--- src/rtl/axi_inf_write_state_core_pkg.sv ---
// Shared types and constants for the AXI4 single-burst write engine.
// The package name is what the engine and its users import.
package axi_wr_pkg;

  typedef enum logic [1:0] {
    IDLE = 2'd0,
    ADDR = 2'd1,
    DATA = 2'd2,
    RESP = 2'd3
  } wr_state_e;

  localparam logic [1:0] BURST_INCR    = 2'b01;
  localparam logic [1:0] RESP_OKAY     = 2'b00;
  localparam logic [3:0] CACHE_DEFAULT = 4'b0011;

  // Ceiling log2; used to derive AWSIZE from the data-bus byte width.
  function automatic int clog2(input int value);
    int r;
    r = 0;
    while ((1 << r) < value) r++;
    return r;
  endfunction

endpackage

--- src/rtl/axi_inf_write_state_core_if.sv ---
// AXI4 write-channel bundle (AW, W control, B) between the write engine and the interconnect.
// W data is supplied straight from the stream FIFO and is therefore not carried here.
interface axi_inf_write_state_core_if #(
  parameter int IDSIZE = 3,
  parameter int LSIZE  = 9,
  parameter int ASIZE  = 32
) ();

  logic [IDSIZE-1:0] axi_awid;
  logic [ASIZE-1:0]  axi_awaddr;
  logic [LSIZE-1:0]  axi_awlen;
  logic [2:0]        axi_awsize;
  logic [1:0]        axi_awburst;
  logic              axi_awlock;
  logic [3:0]        axi_awcache;
  logic [2:0]        axi_awprot;
  logic [3:0]        axi_awqos;
  logic              axi_awvalid;
  logic              axi_awready;

  logic              axi_wlast;
  logic              axi_wvalid;
  logic              axi_wready;

  logic              axi_bready;
  logic [IDSIZE-1:0] axi_bid;
  logic [1:0]        axi_bresp;
  logic              axi_bvalid;

  modport master (
    output axi_awid, axi_awaddr, axi_awlen, axi_awsize, axi_awburst, axi_awlock,
           axi_awcache, axi_awprot, axi_awqos, axi_awvalid,
    input  axi_awready,
    output axi_wlast, axi_wvalid,
    input  axi_wready,
    output axi_bready,
    input  axi_bid, axi_bresp, axi_bvalid
  );

  modport slave (
    input  axi_awid, axi_awaddr, axi_awlen, axi_awsize, axi_awburst, axi_awlock,
           axi_awcache, axi_awprot, axi_awqos, axi_awvalid,
    output axi_awready,
    input  axi_wlast, axi_wvalid,
    output axi_wready,
    input  axi_bready,
    output axi_bid, axi_bresp, axi_bvalid
  );

endinterface

--- src/rtl/axi_inf_write_state_core.sv ---
// AXI4 write master: issues one INCR burst per request, drains the FWFT stream FIFO onto W,
// then reports completion and response status.
//
// state | meaning
// IDLE  | waiting for write_req; zero-length requests complete here without AXI traffic
// ADDR  | awvalid asserted, holding AW fields until awready
// DATA  | streaming FIFO words on W, wvalid follows !fifo_empty
// RESP  | bready asserted, waiting for the B response
module axi_inf_write_state_core
  import axi_wr_pkg::*;
#(
  parameter int IDSIZE = 3,
  parameter int ID     = 0,
  parameter int LSIZE  = 9,
  parameter int ASIZE  = 32,
  parameter int DSIZE  = 256
) (
  input  logic             axi_aclk,
  input  logic             axi_resetn,
  input  logic             write_req,
  input  logic [LSIZE-1:0] req_len,
  input  logic [ASIZE-1:0] req_addr,
  output logic             req_resp,
  output logic             req_done,
  output logic             resp_err,
  input  logic             fifo_empty,
  output logic             pull_data_en,
  axi_inf_write_state_core_if.master axi
);

  localparam logic [IDSIZE-1:0] ID_V   = IDSIZE'(ID);
  localparam logic [2:0]        AWSIZE = 3'(clog2(DSIZE / 8));

  wr_state_e        state;
  logic [LSIZE-1:0] beat_cnt;
  logic [LSIZE-1:0] awlen_q;
  logic [ASIZE-1:0] addr_q;
  logic             awvalid_q;
  logic             bready_q;
  logic             req_done_q;
  logic             resp_err_q;

  logic             wvalid;
  logic             w_hs;
  logic             last_beat;

  assign wvalid    = (state == DATA) && !fifo_empty;
  assign w_hs      = wvalid && axi.axi_wready;
  assign last_beat = (beat_cnt == awlen_q);

  always_ff @(posedge axi_aclk or negedge axi_resetn) begin
    if (!axi_resetn) begin
      state      <= IDLE;
      beat_cnt   <= '0;
      awlen_q    <= '0;
      addr_q     <= '0;
      awvalid_q  <= 1'b0;
      bready_q   <= 1'b0;
      req_done_q <= 1'b0;
      resp_err_q <= 1'b0;
    end else begin
      req_done_q <= 1'b0;
      resp_err_q <= 1'b0;
      case (state)
        IDLE: begin
          if (write_req) begin
            if (req_len != '0) begin
              addr_q    <= req_addr;
              awlen_q   <= req_len - LSIZE'(1);
              beat_cnt  <= '0;
              awvalid_q <= 1'b1;
              state     <= ADDR;
            end else begin
              // Zero-length request: acknowledge completion without touching the bus.
              req_done_q <= 1'b1;
            end
          end
        end
        ADDR: begin
          if (axi.axi_awready) begin
            awvalid_q <= 1'b0;
            state     <= DATA;
          end
        end
        DATA: begin
          if (w_hs) begin
            beat_cnt <= beat_cnt + LSIZE'(1);
            if (last_beat) begin
              bready_q <= 1'b1;
              state    <= RESP;
            end
          end
        end
        RESP: begin
          if (axi.axi_bvalid) begin
            bready_q   <= 1'b0;
            req_done_q <= 1'b1;
            resp_err_q <= (axi.axi_bresp != RESP_OKAY) || (axi.axi_bid != ID_V);
            state      <= IDLE;
          end
        end
        default: state <= IDLE;
      endcase
    end
  end

  assign req_resp     = (state == IDLE) && write_req;
  assign req_done     = req_done_q;
  assign resp_err     = resp_err_q;
  assign pull_data_en = w_hs;

  assign axi.axi_awid    = ID_V;
  assign axi.axi_awaddr  = addr_q;
  assign axi.axi_awlen   = awlen_q;
  assign axi.axi_awsize  = AWSIZE;
  assign axi.axi_awburst = BURST_INCR;
  assign axi.axi_awlock  = 1'b0;
  assign axi.axi_awcache = CACHE_DEFAULT;
  assign axi.axi_awprot  = 3'b000;
  assign axi.axi_awqos   = 4'b0000;
  assign axi.axi_awvalid = awvalid_q;

  assign axi.axi_wvalid  = wvalid;
  assign axi.axi_wlast   = (state == DATA) && last_beat;

  assign axi.axi_bready  = bready_q;

endmodule

--- src/flat_wrapper.sv ---
// flat-port wrapper written by rule: the top's interface ports become plain ports
module axi_inf_write_state_core_flat import axi_wr_pkg::*;
#(
  parameter int IDSIZE = 3,
  parameter int ID     = 0,
  parameter int LSIZE  = 9,
  parameter int ASIZE  = 32,
  parameter int DSIZE  = 256
)
  (axi_aclk, axi_resetn, write_req, req_len, req_addr, req_resp, req_done, resp_err, fifo_empty, pull_data_en, axi_axi_awid, axi_axi_awaddr, axi_axi_awlen, axi_axi_awsize, axi_axi_awburst, axi_axi_awlock, axi_axi_awcache, axi_axi_awprot, axi_axi_awqos, axi_axi_awvalid, axi_axi_awready, axi_axi_wlast, axi_axi_wvalid, axi_axi_wready, axi_axi_bready, axi_axi_bid, axi_axi_bresp, axi_axi_bvalid);
  axi_inf_write_state_core_if #(.IDSIZE(IDSIZE), .LSIZE(LSIZE), .ASIZE(ASIZE)) axi_i ();
  input  logic axi_aclk;
  input  logic axi_resetn;
  input  logic write_req;
  input  logic [LSIZE-1:0] req_len;
  input  logic [ASIZE-1:0] req_addr;
  output logic req_resp;
  output logic req_done;
  output logic resp_err;
  input  logic fifo_empty;
  output logic pull_data_en;
  output wire logic [$bits(axi_i.axi_awid)-1:0] axi_axi_awid;
  output wire logic [$bits(axi_i.axi_awaddr)-1:0] axi_axi_awaddr;
  output wire logic [$bits(axi_i.axi_awlen)-1:0] axi_axi_awlen;
  output wire logic [$bits(axi_i.axi_awsize)-1:0] axi_axi_awsize;
  output wire logic [$bits(axi_i.axi_awburst)-1:0] axi_axi_awburst;
  output wire logic [$bits(axi_i.axi_awlock)-1:0] axi_axi_awlock;
  output wire logic [$bits(axi_i.axi_awcache)-1:0] axi_axi_awcache;
  output wire logic [$bits(axi_i.axi_awprot)-1:0] axi_axi_awprot;
  output wire logic [$bits(axi_i.axi_awqos)-1:0] axi_axi_awqos;
  output wire logic [$bits(axi_i.axi_awvalid)-1:0] axi_axi_awvalid;
  input wire logic [$bits(axi_i.axi_awready)-1:0] axi_axi_awready;
  output wire logic [$bits(axi_i.axi_wlast)-1:0] axi_axi_wlast;
  output wire logic [$bits(axi_i.axi_wvalid)-1:0] axi_axi_wvalid;
  input wire logic [$bits(axi_i.axi_wready)-1:0] axi_axi_wready;
  output wire logic [$bits(axi_i.axi_bready)-1:0] axi_axi_bready;
  input wire logic [$bits(axi_i.axi_bid)-1:0] axi_axi_bid;
  input wire logic [$bits(axi_i.axi_bresp)-1:0] axi_axi_bresp;
  input wire logic [$bits(axi_i.axi_bvalid)-1:0] axi_axi_bvalid;
  assign axi_axi_awid = axi_i.axi_awid;
  assign axi_axi_awaddr = axi_i.axi_awaddr;
  assign axi_axi_awlen = axi_i.axi_awlen;
  assign axi_axi_awsize = axi_i.axi_awsize;
  assign axi_axi_awburst = axi_i.axi_awburst;
  assign axi_axi_awlock = axi_i.axi_awlock;
  assign axi_axi_awcache = axi_i.axi_awcache;
  assign axi_axi_awprot = axi_i.axi_awprot;
  assign axi_axi_awqos = axi_i.axi_awqos;
  assign axi_axi_awvalid = axi_i.axi_awvalid;
  assign axi_i.axi_awready = axi_axi_awready;
  assign axi_axi_wlast = axi_i.axi_wlast;
  assign axi_axi_wvalid = axi_i.axi_wvalid;
  assign axi_i.axi_wready = axi_axi_wready;
  assign axi_axi_bready = axi_i.axi_bready;
  assign axi_i.axi_bid = axi_axi_bid;
  assign axi_i.axi_bresp = axi_axi_bresp;
  assign axi_i.axi_bvalid = axi_axi_bvalid;
  axi_inf_write_state_core #(.IDSIZE(IDSIZE), .ID(ID), .LSIZE(LSIZE), .ASIZE(ASIZE), .DSIZE(DSIZE)) u_core (.axi_aclk(axi_aclk), .axi_resetn(axi_resetn), .write_req(write_req), .req_len(req_len), .req_addr(req_addr), .req_resp(req_resp), .req_done(req_done), .resp_err(resp_err), .fifo_empty(fifo_empty), .pull_data_en(pull_data_en), .axi(axi_i));
endmodule
--- config.mk ---
export PLATFORM = sky130hd
export DESIGN_NAME = axi_inf_write_state_core_flat
export DESIGN_NICKNAME = d
export VERILOG_FILES = /design/src/rtl/axi_inf_write_state_core_pkg.sv /design/src/rtl/axi_inf_write_state_core_if.sv /design/src/rtl/axi_inf_write_state_core.sv /design/src/flat_wrapper.sv
export SDC_FILE = /design/constraint.sdc
export NUM_CORES = 1
export LEC_CHECK = 0
export CAP_MARGIN = 20
export CORE_ASPECT_RATIO = 1.25
export CORE_MARGIN = 2
export CORE_UTILIZATION = 43
export DETAILED_ROUTE_END_ITERATION = 10
export HOLD_SLACK_MARGIN = 0.03
export PLACE_DENSITY_LB_ADDON = 0.15
export SLEW_MARGIN = 5
export SYNTH_ARGS = -nofsm -noshare
export SYNTH_HDL_FRONTEND = slang
export SYNTH_SLANG_ARGS = --single-unit
--- constraint.sdc ---
create_clock -name axi_aclk -period 2 [get_ports axi_aclk]
set_input_delay 0.5 -clock axi_aclk [delete_from_list [all_inputs] [get_ports axi_aclk]]
set_output_delay 0.5 -clock axi_aclk [all_outputs]
set_load 0.03 [all_outputs]
# Word level (Yosys, flattened, before mapping)
# Index checks and enable logic that the tools add are counted.
# Widths: inputs -> output; s select.
dict set report word_totals {
  ff_bits 56
  inputBits 53
  out_inout_bits 69
  wordCells 63
}
dict set report classes {
  addsub 2
  n_eq_ne 10
  mux 25
  n_reduce_logical 18
}
# operator n
set ops {}
lappend ops {{$mux 9} 3}
lappend ops {{$pmux 9 s2} 1}
lappend ops {{$mux 2} 6}
lappend ops {{$reduce_and 4->1} 3}
lappend ops {{$mux 1} 11}
lappend ops {{$add 9x1->9 const B} 1}
lappend ops {{$eq 9x9->1} 1}
lappend ops {{$reduce_bool 9->1} 1}
lappend ops {{$sub 9x1->9 const B} 1}
lappend ops {{$ne 2x2->1 const B} 4}
lappend ops {{$pmux 2 s4} 1}
lappend ops {{$reduce_bool 2->1} 4}
lappend ops {{$pmux 1 s2} 3}
lappend ops {{$reduce_and 6->1} 1}
lappend ops {{$eq 2x2->1 const B} 2}
lappend ops {{$logic_and 1x1->1} 4}
lappend ops {{$ne 2x1->1 const B} 2}
lappend ops {{$reduce_and 3->1} 1}
lappend ops {{$reduce_bool 3->1} 1}
lappend ops {{$eq 2x1->1 const B} 1}
lappend ops {{$logic_not 2->1} 1}
lappend ops {{$logic_not 1->1} 1}
lappend ops {{$logic_or 1x1->1} 1}

# Depth between registers and ports, before layout
dict set report logic_depth {
  ltp_word 5
  depth_mapped 9
  depth_no_buf 7
}

# Worst setup path after synthesis
# OpenSTA, ideal clock, no wires.
dict set report synth_path {
  path_type {register to output}
  from {register u_core.awlen_q[8], in the netlist u_core.axi.axi_awlen[8]}
  to {output axi_axi_wlast}
  arrival_ps 1427
  t_required_ps 1500
  path_slack_ps 73
  stages_incl_launch_ff 5
  cell_sequence {dfrtp_1 -> xnor2_1 -> nand3_1 -> nor4_2 -> and2_1}
}
dict set report synth_between {
  elab_chain_len 2
}
# element line
set synth_rtl {}
lappend synth_rtl {{start: declaration} axi_inf_write_state_core.sv:36} ;# logic [LSIZE-1:0] awlen_q;
lappend synth_rtl {{start signal: assignment} axi_inf_write_state_core.sv:69} ;# awlen_q <= req_len - LSIZE'(1);
lappend synth_rtl {{$eq 9x9->1} axi_inf_write_state_core.sv:49} ;# assign last_beat = (beat_cnt == awlen_q);
lappend synth_rtl {{$logic_and 1x1->1} axi_inf_write_state_core.sv:124} ;# assign axi.axi_wlast = (state == DATA) && last_beat;
lappend synth_rtl {{end: declaration} flat_wrapper.sv:33} ;# output wire logic [$bits(axi_i.axi_wlast)-1:0] axi_axi_wlast;
# Every way passes these cells.

# Worst setup path in the final report
# Ends and elaborated chain as after synthesis.

==> results_dict.tcl <==
set metrics [dict create \
    fin_crit_sh_pct 107 \
    diodes 0 \
    die_w_um 77.3 \
    leakage_nw 2.07 \
    synthDistinctLibCells 43 \
    synth.area.top_cells "dfrtp_1, nand2_1, buf_4" \
    clk_pin_slew_ps 100 \
    firstDrtPassIters 4 \
    vias_per_cell 4.79 \
    synth_common_cells "nand2_1, dfrtp_1, buf_4" \
    violations "setup timing" \
    routedWlPerCell_um 13.9 \
    h-tree-depth 2 \
    fin_skew_ps 7.68 \
    ys.flop_type "dfrtp_1" \
    worstSetupStartpointType "flip-flop" \
    worstMarginPinSlew_ps 516 \
    initial_core_util_pct 44.2 \
    grt_remaining_overflow 0 \
    drv_slew 0 \
    syn_to_final_growth_pct 51.5 \
    cts.sinks 56 \
    finalSetupViolCount 1 \
    drive_gt1_share_pct 18.0 \
    grt_pass1_vias 2404 \
    holdCritPathClass "in -> async" \
    portBuffers 101 \
    finish.net_count 514 \
    hold_buffers 0 \
    gp_congestion 0.824 \
    wirelength_um 7560 \
    ir_drop_mv 0.705 \
    drtAntennaViolNets 0 \
    synth.yosys.warnings 0 \
    cts_buffers 5 \
    synth_edf_count 0 \
    drv_cap 0 \
    postSynth.asyncResetShare_pct 100 \
    clk_path_buf_depth 2 \
    clock_latency_ps 310 \
    rsz0062_at_grt "true" \
    fin_crit_ps 2150 \
    core_sq_mm 0.00652 \
    grt_start_max_net_pins 38 \
    antenna_found_initial 0 \
    dp_hpwl_um 5580 \
    netlist_area_sq_mm 0.00289 \
    r2r_setup_slack_ps 30 \
    cts_tree "done" \
    ys_ff_latch 56 \
    p_per_area_mw_per_mm2 1420 \
    netlist.top_cell.by_area "dfrtp_1" \
    max_freq_mhz 466 \
    vias 2594 \
    drt_iter0_markers 133 \
    crit_fanout 3 \
    route.detailed.drc 0 \
    worstSetupPathType "reg -> out" \
    grt_usage_pct 20.0 \
    grt_first_pass_wirelength_um 11600 \
    hold_viol 0 \
    die_y_um 95.6 \
    layout_setup_ws_ps -148 \
    finish.instance_area_sq_mm 0.00437 \
    seq_area_frac_synth_pct 48.6 \
    worstSetupEndpointType "output pin" \
    die_area_sq_mm 0.00739 \
    slew_headroom_pct 65.6 \
    synth_cells 320 \
    synth_area_per_cell_sq_um 9.02 \
    outcome "finished, violations left" \
    ios 122 \
    synth_most_common_cell "nand2_1" \
    synth_top_area_share_pct 48.6 \
    clockRootBuffer "clkbuf_8" \
    placed_area_sq_mm 0.00407 \
    pre_cts_slack_ps -340 \
    r2r_cells 6 \
    required_ps 1500 \
    fill_cells 572 \
    rows 33 \
    crit_arrival_ps 1650 \
]
[worst max-delay path, stage by stage, from the launching register on]
cell	delay [ps]
dfrtp_1	430
xnor2_2	200
nand3_2	120
nor4_4	270
and2_1	180
buf_6	130
[metrics by stage]
stage / utilization (%) / cells / setup TNS [ps] / hold WS (ps) / total power, mW
3_3_place_gp: 62.3 / 525 / -11720 / 457 / 5.26
6_report: 67.0 / 542 / -148 / 146 / 6.22
5_1_grt: 67.0 / 542 / -251 / 162 / 6.61
3_5_place_dp: 62.3 / 525 / -14530 / 461 / 5.34
2_1_floorplan: - / 338 / 0 / 204 / 3.95
4_1_cts: 64.9 / 537 / -185 / 155 / 6.09
[flip-flops by register name, summed over array words and instances (netlist names)]
name / flops
u_core.axi.axi_awaddr: 32
u_core.axi.axi_awlen: 9
u_core.beat_cnt: 9
u_core.state: 2
u_core.axi.axi_awvalid: 1
u_core.axi.axi_bready: 1
u_core.req_done: 1
u_core.resp_err: 1
[layout make-up]
cell class | instances | area (sq um) | share of cell area (%)
flip-flops and latches | 56 | 1400 | 32.1
repair buffers | 141 | 1350 | 30.9
well taps | 87 | 109 | 2.49
clock buffers | 6 | 82.6 | 1.89
inverters | 7 | 26.3 | 0.601
multi-input cells | 243 | 1390 | 31.7
clock inverters | 2 | 15.0 | 0.344
[routing by layer]
metal,part of all wire [%],routed length [um],track usage (%)
met1,41,3100,25.1
met5,0,0,0
met4,0.98,74,5.36
met3,5.6,425,4.36
met2,52,3960,34.9
[logic make-up after synthesis]
family / after synthesis / share of synthesized area, %
XOR/XNOR: 16 / 4.86
flip-flops: 56 / 48.6
multiplexers: 3 / 1.21
AO/OA/AOI/OAI: 32 / 7.07
adder cells (fa/ha/maj): 7 / 3.04
other: 2 / 0.260
AND/OR/NAND/NOR: 165 / 25.5
buffers and inverters: 39 / 9.54
[worst paths after layout]
path                                           startpoint                         to
max in group asynchronous                      axi_resetn         u_core.beat_cnt[3]
min in group axi_aclk           u_core.axi.axi_awaddr[13]  u_core.axi.axi_awaddr[13]
worst max-delay path              u_core.axi.axi_awlen[8]              axi_axi_wlast
worst max register to register            u_core.state[1]            u_core.state[1]
worst min register to register  u_core.axi.axi_awaddr[13]  u_core.axi.axi_awaddr[13]
worst min-delay path                           axi_resetn  u_core.axi.axi_awaddr[12]
[placed cells by master (no fill, tap or decap), types with 3 or more instances in the layout]
master / count
o21ai_0: 10
nand2_1: 114
dlymetal6s2s_1: 6
nor2_2: 3
clkdlybuf4s50_1: 89
nand3_2: 3
xor2_1: 5
buf_4: 39
nor3_1: 3
buf_6: 4
nand3_1: 7
conb_1: 20
and2_1: 3
clkbuf_8: 6
inv_1: 5
xnor2_1: 9
dfrtp_1: 54
ha_1: 4
nor2_1: 11
a21oi_1: 9
[report_power, final]
part           switching, mW  internal, mW
Combinational           2.04          1.60
Clock                  0.377         0.281
Sequential             0.318          1.60
Total                   2.74          3.48
[repair_timing]
| action | 4_1_cts | 5_1_grt |
|---|---|---|
| gates resized for setup | 8 | 30 |
| pin swaps | 3 | 8 |
| endpoints found under the setup margin | 5 | 51 |
| hold endpoints to repair | 0 | 0 |
| buffers inserted | 4 | 5 |
Note: power is estimated with default switching activity, not from simulation.
